==> src/rtl/req_encoder8_3.sv <==
// Sequential 8-to-3 request encoder: latches request lines into a pending
// vector and issues one index at a time over a valid/ready handshake.
module req_encoder8_3 #(
   parameter bit RR = 1'b0
) (
   input  logic       clk,
   input  logic       rst_n,
   input  logic [7:0] i,
   input  logic       e,
   output logic [2:0] o,
   output logic       v,
   input  logic       rdy,
   output logic [7:0] pend,
   output logic       drop
);

   logic [7:0] pend_q, pend_d;
   logic [2:0] o_q, o_d;
   logic       v_q, v_d;
   logic       drop_q, drop_d;
   logic [2:0] ptr_q, ptr_d;

   logic [2:0] sel;
   logic [2:0] idx;
   logic       load;
   logic [7:0] clr;
   logic [7:0] set;

   // Descending scan so the candidate closest to the search start is assigned last.
   always_comb begin
      sel = 3'd0;
      idx = 3'd0;
      if (RR) begin
         for (int k = 8; k >= 1; k--) begin
            idx = ptr_q + 3'(k);
            if (pend_q[idx]) sel = idx;
         end
      end else begin
         for (int k = 7; k >= 0; k--) begin
            if (pend_q[k]) sel = 3'(k);
         end
      end
   end

   always_comb begin
      load   = (~v_q | rdy) & (|pend_q);
      clr    = load ? (8'd1 << sel) : 8'd0;
      set    = e ? i : 8'd0;
      pend_d = (pend_q & ~clr) | set;
      drop_d = e & (|(i & pend_q & ~clr));
      o_d    = o_q;
      v_d    = v_q;
      ptr_d  = ptr_q;
      if (load) begin
         o_d = sel;
         v_d = 1'b1;
         if (RR) ptr_d = sel;
      end else if (v_q & rdy) begin
         v_d = 1'b0;
      end
   end

   always_ff @(posedge clk or negedge rst_n) begin
      if (!rst_n) begin
         pend_q <= 8'h00;
         o_q    <= 3'd0;
         v_q    <= 1'b0;
         drop_q <= 1'b0;
         ptr_q  <= 3'd7;
      end else begin
         pend_q <= pend_d;
         o_q    <= o_d;
         v_q    <= v_d;
         drop_q <= drop_d;
         ptr_q  <= ptr_d;
      end
   end

   assign o    = o_q;
   assign v    = v_q;
   assign pend = pend_q;
   assign drop = drop_q;

endmodule

==> config.mk <==
export PLATFORM = sky130hd
export DESIGN_NAME = req_encoder8_3
export DESIGN_NICKNAME = d
export VERILOG_FILES = /design/src/rtl/req_encoder8_3.sv
export SDC_FILE = /design/constraint.sdc
export NUM_CORES = 1
export LEC_CHECK = 0
export CAP_MARGIN = 40
export CORE_MARGIN = 2
export CORE_UTILIZATION = 35
export DETAILED_ROUTE_END_ITERATION = 10
export GPL_TIMING_DRIVEN = 0
export PLACE_DENSITY = 0.71
export SLEW_MARGIN = 0
export SYNTH_ARGS = -nofsm -noshare
export SYNTH_HDL_FRONTEND = slang
export SYNTH_SLANG_ARGS = --single-unit
==> constraint.sdc <==
create_clock -name clk -period 2.7 [get_ports clk]
set_input_delay 0.54 -clock clk [delete_from_list [all_inputs] [get_ports clk]]
set_output_delay 0.54 -clock clk [all_outputs]
set_load 0.1 [all_outputs]
==> results_dict.tcl <==
set metrics [dict create \
    fp-row-count 15 \
    reg2reg_setup_slack_ns 1.05 \
    wl_met1_um 705 \
    totalWireLength_um 1650 \
    final_cell_area_um2 1150 \
    globalplace.congestion 0.781 \
    synth_cell_type_count 28 \
    crit_type "register to output pin" \
    syn-num-nets 81 \
    whs_ns 0.487 \
    clk_pin_slew_ns 0.08 \
    antenna_found_initial 0 \
    intPower_mw 0.372 \
    hp-start "o[0]" \
    hold_class "register to register" \
    htree_num_levels 1 \
    clkSinkCount 13 \
    async_flop_share_pct 100 \
    synth_area_per_cell_um2 9.57 \
    fin_tns_setup_ns 0 \
    crit_arrival_ns 1.58 \
    slowest_delay_ns 0.58 \
    period_share_pct 78.3 \
    slew_violations 0 \
    synth.area.top_cells "dfrtp_1, nand2_1, a22o_1" \
    maxCapViolations 0 \
    path_max_fanout 8 \
    grt_overflow_total 0 \
    die_h_um 47.4 \
    final_core_util_pct 66.1 \
    power_frac_comb_pct 43.7 \
    startpoint_type "register" \
    dp.cells 131 \
    wl_met2_um 839 \
    netlist_area_um2 661 \
    hold_end "o[0]" \
    seq_area_frac_synth_pct 49.2 \
    io-pin-count 25 \
    critPathTopFamily "buffers and inverters" \
    clk_path_buf_depth 2 \
    synth_common_cells "nand2_1, dfrtp_1, nor2_1" \
    core_um2 1750 \
    start_util_pct 37.8 \
    drt_iter0_markers 7 \
    powerDensity_nw_per_um2 545 \
    die_w_um 47.4 \
    drc 0 \
    synth_warnings 0 \
    fmax_mhz 473 \
    fin_worst_skew_ns 0.00167 \
    p_sw_mw 0.257 \
    synth_ff_type "dfrtp_1" \
    instances_no_fill 135 \
    r2r-start "pend[1]" \
    peakVddDrop_mv 0.309 \
    cts_setup_buffers 0 \
    area_growth_pct 74.6 \
    cp_data_required_time_ns 2.16 \
    layout_min_cycle_time_ns 2.12 \
    yosysMostFrequentCell "nand2_1" \
    totalPowerFinal_mw 0.629 \
    p_leak_nw 0.483 \
    grt_pass1_vias 628 \
    synth_edf_count 0 \
    p_seq_share_pct 36.8 \
    grt_util_all_layers_pct 18.2 \
    synth-seq-cells 13 \
    endpoint_kind "output pin" \
    cp_num_buf_inv 2 \
    root_buffer "clkbuf_4" \
    cp_slowest_cell "clkdlybuf4s50_1" \
    clockPowerShare_pct 19.5 \
    tightest_slew_ns 0.568 \
    via_count 671 \
    timing.slew.headroom_pct 62.0 \
    ant_nets 0 \
    grt_max_degree 14 \
    routed.top_layer "met4" \
    dp_slack_ns 0.491 \
    diodes 0 \
    grt_pass1_wl_um 2700 \
    synth_top_cell_by_area "dfrtp_1" \
    dp_hpwl_um 1340 \
    outcome "completed" \
    rsz0062_at_grt "no" \
    wl_met3_um 58 \
    setup_ws_ns 0.585 \
    rr_worst_depth 5 \
    worstHoldPathCells 2 \
    drive_above_1_share_pct 18.2 \
    firstDrtPassIters 4 \
    rr_endpoint "drop" \
    insertion_delay_ns 0.28 \
    viasPerCell 4.97 \
    hold_viol 0 \
    avgRoutedWirePerCell_um 12.3 \
    cp_cell_sequence "clkdlybuf4s50_1, buf_8" \
    die-area_um2 2250 \
    portBuffers 24 \
    synth_top_area_share_pct 49.2 \
    setup_viol 0 \
    cts-hold-fix-buffers 0 \
    swShare_pct 40.8 \
    numCtsBuffers 3 \
    fin_nets 123 \
    place_area_um2 1130 \
    synthCells 69 \
    cts_tree "done" \
    cts-resized-gates 0 \
]
-- logic make-up (layout without fill, tap and decap cells) --
group / Yosys count / in the layout / synth area share (%)
AND/OR/NAND/NOR: 32 / 32 / 26.7
AO/OA/AOI/OAI: 21 / 21 / 22.4
flip-flops: 13 / 13 / 49.2
buffers and inverters: 3 / 44 / 1.70
-- cells in the final DEF, fill, tap and decap left out, types with 2 or more instances in the layout --
cell type	count
a21oi_1	2
a22o_1	4
buf_8	13
clkbuf_1	2
clkbuf_4	3
clkdlybuf4s50_1	24
dfrtp_1	13
inv_1	2
nand2_1	16
nor2_1	6
o21ai_0	4
o21ai_1	2
-- worst min-delay path: stages (launching register included) --
cell and delay, ns:
dfrtp_1 0.35, nand2_1 0.05, o31ai_1 0.06
-- final cells by class --
type / count / area (um^2)
fill: 137 / 592
timing repair buffer: 37 / 435
sequential: 13 / 325
multi-input combinational: 53 / 324
tap: 25 / 31.3
clock buffer: 4 / 26.3
inverter: 2 / 7.51
buffer: 1 / 3.75
-- flip-flops by register name, summed over array words and instances (netlist names) --
signal	cells
drop	1
v	1
o	3
pend	8
-- per-layer routing --
layer	track usage, %	vias up
met2	27.3	21
met4	15.0	0
li1	-	333
met1	23.0	311
met5	0	-
met3	2.64	6
-- power by group through the flow --
| stage | combinational (mW) | clock, mW | sequential (mW) |
|---|---|---|---|
| after floorplan | 0.0379 | 0 | 0.352 |
| after global placement | 0.219 | 0 | 0.235 |
| after detailed placement | 0.276 | 0 | 0.236 |
| after CTS | 0.277 | 0.125 | 0.232 |
| after global routing | 0.289 | 0.134 | 0.235 |
| final | 0.275 | 0.123 | 0.232 |
-- how the worst max path moves through the flow --
stage | from | to | cells after the start
final | pend[0] | pend[0] | 2
after global routing | pend[0] | pend[0] | 2
after CTS | pend[0] | pend[0] | 2
after detailed placement | rdy | drop | 6
after global placement | pend[0] | pend[0] | 1
after floorplan | v | drop | 5
Power figures use the tool's default switching activity.
